File: src/rtl/rf_writeback_if.sv
// rf_writeback_if: upstream instruction, data-memory response and register-file write bundle
interface rf_writeback_if;
  logic        valid;
  logic        ready;
  logic        wen;
  logic        is_load;
  logic [2:0]  funct3;
  logic [1:0]  addr_lo;
  logic [4:0]  rd;
  logic [31:0] alu_result;
  logic        mem_rvalid;
  logic [31:0] mem_rdata;
  logic        regwrite;
  logic [4:0]  wr_rd;
  logic [31:0] wd;
  logic        err;
  logic        busy;
  modport master (
    output valid, wen, is_load, funct3, addr_lo, rd, alu_result, mem_rvalid, mem_rdata,
    input  ready, regwrite, wr_rd, wd, err, busy
  );
  modport slave (
    input  valid, wen, is_load, funct3, addr_lo, rd, alu_result, mem_rvalid, mem_rdata,
    output ready, regwrite, wr_rd, wd, err, busy
  );
endinterface

File: src/rtl/rf_writeback.sv
// rf_writeback: register-file writeback with load extraction/extension and x0 suppression.
// Optional WB_LOAD_TIMEOUT_EN aborts a load after TIMEOUT_CYCLES cycles without a response.
module rf_writeback #(
  parameter int TIMEOUT_CYCLES = 255,
  parameter int CNT_W          = 8
) (
  input logic          clk_i,
  input logic          reset_i,
  rf_writeback_if.slave bus
);
  typedef enum logic {IDLE, WAIT_LOAD} state_t;
  state_t      state, state_n;
  logic [4:0]  l_rd, rd_q, rd_n;
  logic [2:0]  l_f3;
  logic [1:0]  l_addr;
  logic        l_wen;
  logic        regwrite_q, regwrite_n, err_q, err_n;
  logic [31:0] wd_q, wd_n, ext;
  logic [7:0]  byte_sel;
  logic [15:0] half_sel;
  logic        fire, bad, tmo;

  always_comb begin
    fire     = bus.valid && state == IDLE;
    bad      = bus.funct3 == 3'b011 || bus.funct3[2:1] == 2'b11 ||
               (bus.funct3[1:0] == 2'b01 && bus.addr_lo[0]) ||
               (bus.funct3 == 3'b010 && bus.addr_lo != 2'b00);
    byte_sel = bus.mem_rdata[{l_addr, 3'b000} +: 8];
    half_sel = bus.mem_rdata[{l_addr[1], 4'b0000} +: 16];
    // funct3[2] marks the unsigned variants, so it gates the sign fill
    ext      = l_f3[1] ? bus.mem_rdata :
               l_f3[0] ? {{16{!l_f3[2] && half_sel[15]}}, half_sel} :
                         {{24{!l_f3[2] && byte_sel[7]}}, byte_sel};
  end

`ifdef WB_LOAD_TIMEOUT_EN
  logic [CNT_W-1:0] cnt;
  always_ff @(posedge clk_i)
    cnt <= (reset_i && state == WAIT_LOAD && !bus.mem_rvalid) ? cnt + 1'b1 : '0;
  // abort on the edge where the count would reach TIMEOUT_CYCLES; a response that cycle wins
  assign tmo = state == WAIT_LOAD && !bus.mem_rvalid && cnt == CNT_W'(TIMEOUT_CYCLES - 1);
`else
  logic unused_cfg;
  assign unused_cfg = ^{TIMEOUT_CYCLES, CNT_W};
  assign tmo = 1'b0;
`endif

  always_ff @(posedge clk_i) begin
    if (!reset_i) begin
      state      <= IDLE;
      regwrite_q <= 1'b0;
      err_q      <= 1'b0;
      rd_q       <= '0;
      wd_q       <= '0;
      l_rd       <= '0;
      l_f3       <= '0;
      l_addr     <= '0;
      l_wen      <= 1'b0;
    end else begin
      state      <= state_n;
      regwrite_q <= regwrite_n;
      err_q      <= err_n;
      rd_q       <= rd_n;
      wd_q       <= wd_n;
      if (fire && bus.is_load) begin
        l_rd   <= bus.rd;
        l_f3   <= bus.funct3;
        l_addr <= bus.addr_lo;
        l_wen  <= bus.wen;
      end
    end
  end

  always_comb begin
    state_n = state == IDLE ? ((fire && bus.is_load && !bad) ? WAIT_LOAD : IDLE)
                            : ((bus.mem_rvalid || tmo) ? IDLE : WAIT_LOAD);
  end

  always_comb begin
    regwrite_n = 1'b0;
    err_n      = 1'b0;
    rd_n       = rd_q;
    wd_n       = wd_q;
    if (fire && !bus.is_load) begin
      regwrite_n = bus.wen && bus.rd != 5'd0;
      rd_n       = bus.rd;
      wd_n       = bus.alu_result;
    end else if (fire && bad) begin
      err_n = 1'b1;
    end else if (state == WAIT_LOAD && bus.mem_rvalid) begin
      regwrite_n = l_wen && l_rd != 5'd0;
      rd_n       = l_rd;
      wd_n       = ext;
    end else if (tmo) begin
      err_n = 1'b1;
    end
  end

  assign bus.ready    = state == IDLE;
  assign bus.busy     = state == WAIT_LOAD;
  assign bus.regwrite = regwrite_q;
  assign bus.wr_rd    = rd_q;
  assign bus.wd       = wd_q;
  assign bus.err      = err_q;
endmodule

File: src/flat_wrapper.sv
// flat-port wrapper written by rule: the top's interface ports become plain ports
module rf_writeback_flat 
#(
  parameter int TIMEOUT_CYCLES = 255,
  parameter int CNT_W          = 8
)
  (clk_i, reset_i, bus_valid, bus_wen, bus_is_load, bus_funct3, bus_addr_lo, bus_rd, bus_alu_result, bus_mem_rvalid, bus_mem_rdata, bus_ready, bus_regwrite, bus_wr_rd, bus_wd, bus_err, bus_busy);
  rf_writeback_if bus_i ();
  input logic clk_i;
  input logic reset_i;
  input wire logic [$bits(bus_i.valid)-1:0] bus_valid;
  input wire logic [$bits(bus_i.wen)-1:0] bus_wen;
  input wire logic [$bits(bus_i.is_load)-1:0] bus_is_load;
  input wire logic [$bits(bus_i.funct3)-1:0] bus_funct3;
  input wire logic [$bits(bus_i.addr_lo)-1:0] bus_addr_lo;
  input wire logic [$bits(bus_i.rd)-1:0] bus_rd;
  input wire logic [$bits(bus_i.alu_result)-1:0] bus_alu_result;
  input wire logic [$bits(bus_i.mem_rvalid)-1:0] bus_mem_rvalid;
  input wire logic [$bits(bus_i.mem_rdata)-1:0] bus_mem_rdata;
  output wire logic [$bits(bus_i.ready)-1:0] bus_ready;
  output wire logic [$bits(bus_i.regwrite)-1:0] bus_regwrite;
  output wire logic [$bits(bus_i.wr_rd)-1:0] bus_wr_rd;
  output wire logic [$bits(bus_i.wd)-1:0] bus_wd;
  output wire logic [$bits(bus_i.err)-1:0] bus_err;
  output wire logic [$bits(bus_i.busy)-1:0] bus_busy;
  assign bus_i.valid = bus_valid;
  assign bus_i.wen = bus_wen;
  assign bus_i.is_load = bus_is_load;
  assign bus_i.funct3 = bus_funct3;
  assign bus_i.addr_lo = bus_addr_lo;
  assign bus_i.rd = bus_rd;
  assign bus_i.alu_result = bus_alu_result;
  assign bus_i.mem_rvalid = bus_mem_rvalid;
  assign bus_i.mem_rdata = bus_mem_rdata;
  assign bus_ready = bus_i.ready;
  assign bus_regwrite = bus_i.regwrite;
  assign bus_wr_rd = bus_i.wr_rd;
  assign bus_wd = bus_i.wd;
  assign bus_err = bus_i.err;
  assign bus_busy = bus_i.busy;
  rf_writeback #(.TIMEOUT_CYCLES(TIMEOUT_CYCLES), .CNT_W(CNT_W)) u_core (.clk_i(clk_i), .reset_i(reset_i), .bus(bus_i));
endmodule
File: config.mk
export PLATFORM = sky130hd
export DESIGN_NAME = rf_writeback_flat
export DESIGN_NICKNAME = d
export VERILOG_FILES = /design/src/rtl/rf_writeback_if.sv /design/src/rtl/rf_writeback.sv /design/src/flat_wrapper.sv
export SDC_FILE = /design/constraint.sdc
export NUM_CORES = 1
export LEC_CHECK = 0
export ABC_AREA = 1
export CORE_MARGIN = 5
export CORE_UTILIZATION = 44
export DETAILED_ROUTE_END_ITERATION = 6
export PLACE_DENSITY = 0.89
export SYNTH_ARGS = -nofsm -noshare
export SYNTH_HDL_FRONTEND = slang
export SYNTH_SLANG_ARGS = --single-unit
File: constraint.sdc
create_clock -name clk_i -period 1.9 [get_ports clk_i]
set_clock_uncertainty 0.15 [all_clocks]
set_input_delay 0.19 -clock clk_i [delete_from_list [all_inputs] [get_ports clk_i]]
set_output_delay 0.19 -clock clk_i [all_outputs]
set_load 0.02 [all_outputs]
## Word level (Yosys, flattened, before mapping)

Index checks and enable logic that the tools add are counted.

- Bits in registers: 51
- Word-level logic and storage cells: 57

- Equal/unequal tests: 5
- Reductions and logical operators: 24
- Bitwise operators: 2
- Muxes and demuxes: 15
- Shifts and indexed selects: 2

Operator list:

| kind | count |
|---|---|
| $mux 32 | 5 |
| $shiftx 32x6->16 | 1 |
| $shiftx 32x6->8 | 1 |
| $mux 5 | 3 |
| $logic_and 1x1->1 | 12 |
| $reduce_bool 5->1 | 2 |
| $mux 1 | 7 |
| $eq 3x2->1 const B | 2 |
| $reduce_bool 2->1 | 2 |
| $logic_not 1->1 | 3 |
| $logic_or 1x1->1 | 3 |
| $eq 2x1->1 const B | 1 |
| $eq 2x2->1 const B | 1 |
| $ne 2x1->1 const B | 1 |
| $not 1->1 | 2 |
| $reduce_and 2->1 | 1 |
| $reduce_or 2->1 | 1 |

## Logic depth before layout (Yosys ltp)

- Depth in word-level cells: 8
- Gate-level depth with buffers: 11

## Worst setup path before layout

Ideal clock, no wire load.

- Kind: register to register
- From: reg u_core.state (netlist: u_core.bus.busy)
- To: reg u_core.wd_q[29] (netlist: u_core.bus.wd[29])
- Arrival time: 1,310 ps
- Clock period less this slack: 1,582 ps
- Setup slack: 318 ps
- Cell stages (with the launch flop): 8
- Path through: dfxtp_1 > inv_2 > nand3_2 > nand2_1 > buf_4 > buf_2 > o21ai_0 > a21oi_2

- Longest elaborated chain between the ends: 5
- Elaborated cells on any way between the ends: 9
- Those cells by class: eq/ne (1); mux (1); bitwise (1); reduce/logical (6)

Ends and longest elaborated chain:

| item | RTL line | source |
|---|---|---|
| from (decl) | rf_writeback.sv:12 | `state_t state, state_n;` |
| from (signal assigned) | rf_writeback.sv:60 | `state <= state_n;` |
| $not 1->1 (*) | - |  |
| net bus_ready | flat_wrapper.sv:20 | `output wire logic [$bits(bus_i.ready)-1:0] bus_ready;` |
| $logic_and 1x1->1 (*) | rf_writeback.sv:24 | `fire = bus.valid && state == IDLE;` |
| $logic_and 1x1->1 (on tied branches) | rf_writeback.sv:88, rf_writeback.sv:84 |  |
| $ne 2x1->1 (no source line) or $reduce_bool 2->1 (tied branches) | - |  |
| $reduce_and 2->1 (no source line) | - |  |
| to (signal assigned) | rf_writeback.sv:64 | `wd_q <= wd_n;` |
| to (decl) | rf_writeback.sv:18 | `logic [31:0] wd_q, wd_n, ext;` |

The timed path passes the listed nets; every way through them passes the cells marked *.
A chain may end at the register's enable or synchronous reset.

## Worst setup path after layout

- From: reg u_core.state (netlist: u_core.bus.busy)
- To: out bus_ready

- Longest elaborated chain between the ends: 1

Ends and longest elaborated chain:

| item | RTL line |
|---|---|
| $not 1->1 | - |
| to (decl) | flat_wrapper.sv:20 |

Every way passes these cells.

==> flow_summary.ini <==
[floorplanning]
std_cell_rows = 30
die_area_um2 = 8710
die_h_um = 93.4
fp.coreArea_um2 = 6790
initial_utilization_pct = 45.0
pin_count = 121
die_x_um = 93.4

[clock_network]
h-tree-depth = 2
clkTransAtPathRegs_ns = 0.09
clock-sinks = 51
insertion_delay_ns = 0.31
cts_root_buffer = clkbuf_8
cts.repair_timing.setup_buffer_count = 0
cts_tree = yes
numCtsBuffers = 5
cts_buffer_depth = 2
holdBufCountCts = 0
cts_resized = 0

[sta]
setup_viol_count_final = 0
min_period_ns = 1.67
worstMarginPinSlew_ns = 0.531
max_freq_ghz = 0.598
fin_crit_sh_pct = 88.0
hold_viol_final = 0
relSlewSlack_pct = 64.5
rsz0062_at_grt = no
slew_violations = 0
whs_ns = 0.325
setup_tns_ns = 0
setup_ws_ns = 0.228

[synthesis]
avgSynthCellArea_um2 = 6.55
yosys-top-cells-count = nand2_1 (143), dfxtp_1 (51), o21ai_0 (43), a21oi_1 (42), inv_1 (41)
synth_mux_area_share_pct = 0
synth_fp_nets = 547
yosys.area_share.simple_pct = 33.1
yosysSeqAreaShare_pct = 33.4
synth_compound_area_share_pct = 21.2
yosysTopAreaCellShare_pct = 33.4
yosysUniqueCellTypes = 29
syn-cell-area_um2 = 3060
synth_area_leader_cell = dfxtp_1
synth_xor_area_share_pct = 0
ys_ff_latch = 51
netlist_top_cells_area = dfxtp_1 (33%), nand2_1 (18%), o21ai_0 (7.0%)
ys.flop_type = dfxtp_1
yosysMostFrequentCell = nand2_1
synth_top_family_by_area = simple AND/OR/NAND/NOR gates
synth_edf_count = 0
syn_inst = 467
yosys.area_share.adder_pct = 0
ys_async_sr_fraction_pct = 0
yosysWarnings = 0

[global_route]
grt_pass1_wl_um = 14900
grtUsageTotal_pct = 20.9
grt_max_degree = 57
grt_pass1_vias = 3228
grt_overflow = 0
antenna_found_initial = 0

[layout]
synthToLayoutAreaGrowth_pct = 44.6
nFillCells = 597
layout-drive-gt1-share_pct = 9.53
fin_area_um2 = 4420
diodes = 0
nets = 656
fin_cells = 673

[setup_path]
critPathArrivalTime_ns = 1.33
worstPathMaxFanout = 4
critPathKind = flip-flop to primary output
cp.required_ns = 1.56
critPathCaptureType = primary output
startpoint_type = flip-flop

[power]
power_per_cell_area_nw_per_um2 = 659
vdd_drop_max_uv = 315
leakage_nw = 1.95

[drt]
ant_nets = 0
drt-pass1-iter-count = 4
viasPerCell = 5.13
route.detailed.drc = 0
wl_per_cell_um = 13.7
drt_iter0_drc = 130
via_count = 3454
wirelength_um = 9200

[place]
dp_cells = 665
port_buffers = 120
placed_area_um2 = 4310
gp_congestion = 0.912
dpl.hpwl_um = 7060
place_ws_ns = 0.143

[status]
outcome = finished, final reports clean

[worst_hold_path]
hold_class = flip-flop to flip-flop

[flow_run]
maxCapViolations = 0
-- state kept, by name (all words and copies together) (netlist names) --
signal               flops
u_core.bus.wr_rd         5
u_core.bus.regwrite      1
u_core.l_f3              3
u_core.l_addr            2
u_core.l_rd              5
u_core.bus.wd           32
u_core.bus.busy          1
u_core.l_wen             1
u_core.bus.err           1
-- kinds of logic after synthesis --
group           after synthesis
simple gates                225
flops                        51
compound gates              113
buf+inv                      78
-- cells in the final DEF (no fill, tap or decap), drive strengths merged, types with 3 or more instances in the layout --
cell	Yosys	layout
nand2	152	152
clkdlybuf4s50	0	120
dfxtp	51	51
a21oi	49	49
inv	47	47
o21ai	43	43
nand3	33	33
nor2	27	27
buf	19	12
o221ai	9	9
or2	8	8
o211ai	6	6
a31oi	5	5
clkbuf	11	5
nor3	3	3
clkinv	1	3
-- where the power goes --
group | total (mW) | leakage [nW] | internal (mW) | switching [mW]
combinational | 0.934 | 1.47 | 0.435 | 0.500
sequential | 1.20 | 0.420 | 1.15 | 0.0510
clock | 0.774 | 0.0581 | 0.393 | 0.381
-- per-stage QoR --
step	total power [mW]	util [%]
6_report	2.91	65.0
4_1_cts	2.92	65.0
5_1_grt	3.06	65.0
3_3_place_gp	2.14	63.4
3_5_place_dp	2.16	63.4
2_1_floorplan	1.75	-
-- critical path: stages, from the launching register on --
cell	delay (ns)
dfxtp_1	0.34
inv_2	0.08
clkdlybuf4s50_1	0.60
-- worst paths after layout --
| kind | startpoint | slack, ns | end | cells past startpoint |
|---|---|---|---|---|
| worst max-delay path | u_core.bus.busy | 0.23 | bus_ready | 2 |
| worst min register to register | u_core.l_rd[0] | 0.33 | u_core.l_rd[0] | 2 |
| worst min-delay path | u_core.l_rd[0] | 0.33 | u_core.l_rd[0] | 2 |
| worst max register to register | u_core.l_addr[1] | 0.24 | u_core.bus.wd[10] | 9 |
-- layer usage --
layer / routed length [um] / up-vias / global-route usage, %
li1: - / 1731 / -
met1: 3960 / 1536 / 27.1
met2: 4200 / 169 / 34.0
met3: 843 / 18 / 5.39
met4: 197 / 0 / 6.23
met5: 0 / - / 0
-- final cells by class --
class	count	area (um2)	area share [%]
clock buffer	5	68.8	1.56
tap	96	120	2.72
timing repair buffer	132	1320	29.8
sequential	51	1020	23.1
clock inverter	3	43.8	0.991
inverter	48	188	4.25
multi-input combinational	338	1660	37.6
(Power assumes the default switching activity.)
